## src/rtl/sport_pkg.sv

```systemverilog
// Shared types and helpers for the SPORT receiver.
// State encoding and bit-counter sizing live here.
package sport_pkg;

  typedef enum logic {
    IDLE  = 1'b0,
    SHIFT = 1'b1
  } state_e;

  function automatic int cnt_w(input int w);
    return (w > 2) ? $clog2(w) : 1;
  endfunction

endpackage

```

## src/rtl/sport_lane_shift.sv

```systemverilog
// One serial lane: WORD_W shift register with selectable insert end.
// word is the register contents including the bit on din this cycle.
module sport_lane_shift #(
  parameter int WORD_W    = 8,
  parameter bit MSB_FIRST = 1'b1
) (
  input  logic              sport_clk,
  input  logic              rst,
  input  logic              en,
  input  logic              clr,
  input  logic              din,
  output logic [WORD_W-1:0] word
);

  logic [WORD_W-1:0] q;

  generate
    if (MSB_FIRST) begin : g_msb
      assign word = {q[WORD_W-2:0], din};
    end else begin : g_lsb
      assign word = {din, q[WORD_W-1:1]};
    end
  endgenerate

  always_ff @(posedge sport_clk or posedge rst) begin
    if (rst) begin
      q <= '0;
    end else if (clr) begin
      q <= '0;
    end else if (en) begin
      q <= word;
    end
  end

endmodule

```

## src/rtl/sport_rx_multi.sv

```systemverilog
// Multi-lane SPORT receiver: frame FSM, bit counter,
// held output word with valid/ready and error pulses.
module sport_rx_multi
  import sport_pkg::*;
#(
  parameter int N_CH      = 4,
  parameter int WORD_W    = 8,
  parameter bit MSB_FIRST = 1'b1,
  parameter bit FS_ACTIVE = 1'b0
) (
  input  logic                   sport_clk,
  input  logic                   rst,
  input  logic [N_CH-1:0]        data,
  input  logic                   fs,
  output logic [N_CH*WORD_W-1:0] data_out,
  output logic                   valid,
  input  logic                   ready,
  output logic                   first,
  output logic                   overrun,
  output logic                   frame_err
);

  localparam int CW = cnt_w(WORD_W);
  localparam logic [CW-1:0] LAST = CW'(WORD_W - 1);

  state_e                 state;
  logic [CW-1:0]          bit_cnt;
  logic                   first_pend;
  logic [N_CH*WORD_W-1:0] word;
  logic                   fs_act;
  logic                   busy;
  logic                   clr;
  logic                   done;

  assign fs_act = (fs == FS_ACTIVE);
  assign busy   = (state == SHIFT);
  assign clr    = busy && !fs_act && (bit_cnt != '0);
  assign done   = busy && fs_act && (bit_cnt == LAST);

  generate
    for (genvar k = 0; k < N_CH; k++) begin : g_lane
      sport_lane_shift #(
        .WORD_W    (WORD_W),
        .MSB_FIRST (MSB_FIRST)
      ) u_lane (
        .sport_clk (sport_clk),
        .rst       (rst),
        .en        (fs_act),
        .clr       (clr),
        .din       (data[k]),
        .word      (word[k*WORD_W +: WORD_W])
      );
    end
  endgenerate

  always_ff @(posedge sport_clk or posedge rst) begin
    if (rst) begin
      state      <= IDLE;
      bit_cnt    <= '0;
      first_pend <= 1'b0;
      data_out   <= '0;
      valid      <= 1'b0;
      first      <= 1'b0;
      overrun    <= 1'b0;
      frame_err  <= 1'b0;
    end else begin
      overrun   <= 1'b0;
      frame_err <= 1'b0;
      unique case (state)
        IDLE: begin
          if (fs_act) begin
            state      <= SHIFT;
            bit_cnt    <= CW'(1);
            first_pend <= 1'b1;
          end
        end
        SHIFT: begin
          if (!fs_act) begin
            state     <= IDLE;
            bit_cnt   <= '0;
            frame_err <= (bit_cnt != '0);
          end else if (done) begin
            bit_cnt <= '0;
          end else begin
            bit_cnt <= bit_cnt + CW'(1);
          end
        end
        default: state <= IDLE;
      endcase
      // A full output register with no taker drops the new word.
      if (done) begin
        first_pend <= 1'b0;
        if (!valid || ready) begin
          data_out <= word;
          first    <= first_pend;
          valid    <= 1'b1;
        end else begin
          overrun <= 1'b1;
        end
      end else if (valid && ready) begin
        valid <= 1'b0;
      end
    end
  end

endmodule

```

## config.mk

```make
export PLATFORM = sky130hd
export DESIGN_NAME = sport_rx_multi
export DESIGN_NICKNAME = d
export VERILOG_FILES = /design/src/rtl/sport_pkg.sv /design/src/rtl/sport_lane_shift.sv /design/src/rtl/sport_rx_multi.sv
export SDC_FILE = /design/constraint.sdc
export NUM_CORES = 1
export LEC_CHECK = 0
export CAP_MARGIN = 40
export CORE_MARGIN = 4
export CORE_UTILIZATION = 48
export DETAILED_ROUTE_END_ITERATION = 16
export PLACE_DENSITY = 0.77
export RECOVER_POWER = 100
export SETUP_SLACK_MARGIN = 0.2
export SYNTH_ARGS = -nofsm -noshare
export SYNTH_HDL_FRONTEND = slang
export SYNTH_SLANG_ARGS = --single-unit
```

## constraint.sdc

```tcl
create_clock -name sport_clk -period 2.5 [get_ports sport_clk]
set_clock_uncertainty 0.2 [all_clocks]
set_input_delay 0.5 -clock sport_clk [delete_from_list [all_inputs] [get_ports sport_clk]]
set_output_delay 0.5 -clock sport_clk [all_outputs]
set_load 0.02 [all_outputs]
```

**After elaboration in Yosys (flattened, before gate mapping)**

Index checks and enable logic that the tools add are counted.

- Register bits: 69
- Input port bits: 8

- $add $sub $neg: 1
- Equality and inequality tests: 6
- Muxes and demuxes: 23
- Bitwise operators: 2
- Reductions and logical operators: 12

Operators by type and width:

| kind | count |
|---|---|
| 7-bit two-way mux | 8 |
| 1-bit two-way mux | 11 |
| 3-bit two-way mux | 3 |
| 2-bit by 1-bit inequality test with 1-bit output, second input constant | 4 |
| 3-bit one-hot mux with 2 select lines | 1 |
| 2-bit AND reduction | 3 |
| 1-bit logical AND | 5 |
| 3-bit by 1-bit adder with 3-bit output, second input constant | 1 |
| 3-bit equality test, second input constant | 1 |
| 3-bit nonzero test | 1 |
| 2-bit inequality test, second input constant | 1 |
| 1-bit NOT | 2 |
| 2-bit nonzero test | 1 |
| 1-bit zero test | 1 |
| 1-bit logical OR | 1 |

**Longest topological paths before layout**

- Depth in word-level cells: 6
- Mapped depth: 7
- Gate-level depth less buffers: 5

**Hierarchy**

Synthesis repeated with hierarchy kept, for this count alone.

- Cell total of the unflattened synthesis: 199
- Area total of the unflattened synthesis: 2927.8 µm²

By module, submodules not included:

| module | instances | cells each | area each (µm²) | seq. area each (µm²) |
|---|---|---|---|---|
| sport_rx_multi | 1 | 103 | 1751.7 | 1026.0 |
| sport_lane_shift | 4 | 24 | 294.0 | 175.2 |

**Least setup slack after synthesis**

Ideal clock, no wire load.

- Kind: reg2reg
- Start: reg bit_cnt[0]
- End: reg data_out[0]
- Setup time: 125 ps
- Arrival time: 1480 ps
- Required time: 2175 ps
- Setup slack: 695 ps
- Stages on the path, launching flop included: 8
- Path buffers: 2
- Clock period less this slack: 1805 ps
- Cells stage by stage: dfrtp_1 ha_1 ha_1 nand3b_4 nor2b_2 buf_6 buf_12 mux2_4

- Word-level cells in the longest chain between the ends: 3

Ends and longest elaborated chain:

| element | line | text |
|---|---|---|
| from (decl) | sport_rx_multi.sv:27 | `logic [CW-1:0] bit_cnt;` |
| from (signal assigned) | sport_rx_multi.sv:85 | `bit_cnt <= bit_cnt + CW'(1);` |
| 3-bit equality test | sport_rx_multi.sv:38 | `assign done = busy && fs_act && (bit_cnt == LAST);` |
| 1-bit logical AND | sport_rx_multi.sv:38 |  |
| 2-bit AND reduction (no source line) | -- |  |
| to (signal assigned) | sport_rx_multi.sv:94 | `data_out <= word;` |
| to (decl) | sport_rx_multi.sv:15 | `output logic [N_CH*WORD_W-1:0] data_out,` |

Every way passes these cells.
A chain may end at the register's enable or synchronous reset.

**Worst setup path in the final report**

- Start: in fs
- End: reg bit_cnt[2]

- Word-level cells in the longest chain between the ends: 6
- Elaborated cells between the ends (all ways): 7
- Classes of those cells: eq/ne: 1; mux: 3; bitwise: 1; reduce/logical: 2

Ends and longest elaborated chain:

| element | line | text |
|---|---|---|
| from (decl) | sport_rx_multi.sv:14 | `input logic fs,` |
| 1-bit NOT | sport_rx_multi.sv:35 | `assign fs_act = (fs == FS_ACTIVE);` |
| 1-bit logical AND (2 in series) | sport_rx_multi.sv:38 |  |
| 3-bit two-way mux | sport_rx_multi.sv:82 | `end else if (done) begin` |
| 3-bit two-way mux | sport_rx_multi.sv:78 | `if (!fs_act) begin` |
| 3-bit one-hot mux with 2 select lines | sport_rx_multi.sv:69 | `unique case (state)` |

Several ways; a longest one is shown, not always the timed one.

==> impl_metrics.toml <==
[sta]
slew_violations = 0
setup_tns_ns = 0
period_needed_ns = 2.16
rsz0062_at_grt = "false"
setup_violations = 0
hold_viol_final = 0
hold_ws_ns = 0.279
fin_crit_sh_pct = 86.4
worstMarginPinSlew_ns = 0.899
clock.fmax_mhz = 463
slew_headroom_pct = 40.1

[worst_setup_path]
r2r_cells = 6
critical-path-top-delay-family = "buffers and inverters"
path_depth = 6
cp.arrival_ns = 2.18
setup.worst_path.end_class = "register"
slowest_stage = "dlygate4sd3_1"
crit_start = "fs"
critPathKind = "in2reg"
r2r_start = "bit_cnt[0]"
worstPathCellList = "dlygate4sd3_1 -> buf_4 -> inv_1 -> clkbuf_1 -> nor2_1 -> a32o_1"
path_buf_inv = 4
critPathRequiredTime_ns = 2.52
crit_fanout = 34
slowest_delay_ns = 0.55
crit_path_start_kind = "input port"

[pwr]
powerDensity_nw_per_um2 = 716
p_total_mw = 2.47
p_sw_uw = 546
peakVddDrop_v = 0.000400
pwr-share-seq_pct = 50.2
total_leakage_power_nw = 1.73
power_frac_clock_pct = 42.5
p_int_mw = 1.92
comb_power_share_pct = 7.3
switching_share_pct = 22.1

[status]
outcome = "complete, no violations"

[yosys]
ys_seq_area_share_pct = 60.7
synth_common_cells = "dfrtp_1, mux2_4, nand2_1"
async_flop_share_pct = 100
syn_nets = 206
syn-cell-area_um2 = 2840
synth.top_cell.area_share_pct = 60.7
synth.largest_area_cell = "dfrtp_1"
post_synth_num_cell_types = 21
syn_avg_cell_area_um2 = 14.6
synth_seq_cells = 69
ys_top_cells_by_area = "dfrtp_1, mux2_4, o2bb2ai_1, nand2_1, buf_12"
synth_edf_count = 0
ys_warn_count = 0
synth_flop_cell = "dfrtp_1"
yosysMostFrequentCell = "dfrtp_1"
synth_cells = 195

[finish]
areaGrowthSynthToFinish_pct = 21.3
multi_input_area_um2 = 867
n_antenna_cell = 0
drive_gt1_share_pct = 12.1
nets = 254
regArea_um2 = 1730
fillers = 458

[die]
die-width_um = 85.0
die_h_um = 85.0
core_area_um2 = 5610
pin_count = 44
dieArea_um2 = 7220
initial_core_util_pct = 50.7
fp-row-count = 27

[route]
ant_nets = 0
wl_per_cell_um = 15.2
dr.pass1.iters = 4
vias_per_cell = 5.03
drt_iter0_markers = 95
wirelength_mm = 4.85
drc = 0
vias = 1604

[cts]
cts_tree = "yes"
clock_latency_ns = 0.33
cts_inserted_buffers = 9
htreeDepth = 3
cts_hold_buf = 0
ctsResizeCount = 0
clk_path_buf_depth = 2
cts_sinks = 69
postCtsSetupBuffers = 0
clk_root_buffer_cell = "clkbuf_8"
clk_pin_slew_worst_paths_ns = 0.07

[place]
dp_hpwl_mm = 3.14
gp_congestion = 0.770
numPortBuffers = 43

[min_path]
whs_path_depth = 1
hold_path_class = "reg2reg"
hold_start = "data_out[4]"

[global_routing]
grt_use_total_pct = 15.2
grt_pass1_wl_mm = 8.63
antenna_found_initial = 0
grt_max_degree = 70
grt_pass1_vias = 1716
grt-ovfl-total = 0

[job]
cap_violations = 0
routing by layer:
layer | global-route usage (%) | wire [um] | vias up
met2 | 22.5 | 2230 | 36
met4 | 7.77 | 101 | 0
met1 | 21.2 | 2340 | 779
met3 | 3.11 | 169 | 8
met5 | 0 | 0 | -
li1 | - | - | 781
power groups by stage:
stage	Clock [mW]	Sequential, mW	Combinational [mW]
6_report	1.05	1.24	0.181
2_1_floorplan	0	1.26	0.118
3_5_place_dp	0	1.26	0.204
5_1_grt	1.12	1.25	0.204
3_3_place_gp	0	1.26	0.198
4_1_cts	1.07	1.24	0.205
layout by cell type (no fill, tap or decap), drive strengths merged, types with 2 or more instances in the layout:
cell type       n
buf             5
ha              3
clkdlybuf4s50   5
nand2          30
clkbuf         13
o21ai           2
bufinv          3
o2bb2ai        28
inv             5
dfrtp          69
nor2b           2
dlygate4sd3    38
nor2            2
clkinv          2
mux2           33
per-stage QoR:
stage	cell area, um2	instances	util [%]	worst slack [ns]
finish	3450	319	61.5	0.340
global route	3450	319	61.5	0.199
CTS	3580	319	63.8	0.432
detailed placement	3350	304	59.8	0.200
global placement	3350	304	59.8	0.211
floorplan	2850	195	-	0.695
logic make-up (layout without fill, tap and decap cells):
group	after synthesis	count (layout)	share of synthesized area, %
compound gates	33	33	9.82
fa+ha+maj	3	3	1.32
buf+inv	20	72	5.06
flops	69	69	60.7
mux	34	34	17.4
simple gates	36	36	5.68
path summary, 6_finish.rpt:
kind | endpoint | slack, ns
worst min register to register | data_out[4] | 0.28
min in group asynchronous | data_out[22] | 0.76
max in group asynchronous | data_out[5] | 0.76
worst max register to register | data_out[1] | 0.45
worst min-delay path | data_out[4] | 0.28
worst max-delay path | bit_cnt[2] | 0.34
state kept, by name, indices dropped and copies added (netlist names):
| signal | cells |
|---|---|
| data_out | 32 |
| bit_cnt | 3 |
| valid | 1 |
| busy | 1 |
| g_lane.u_lane.q | 28 |
| first | 1 |
| first_pend | 1 |
| overrun | 1 |
| frame_err | 1 |
final cells by class:
type | count | share of cell area [%]
sequential | 69 | 50.1
inverter | 6 | 0.762
multi-input combinational | 106 | 25.2
tap | 72 | 2.61
clock inverter | 5 | 2.90
clock buffer | 10 | 3.70
timing repair buffer | 51 | 14.8
Note: power is estimated with default switching activity, not from simulation.
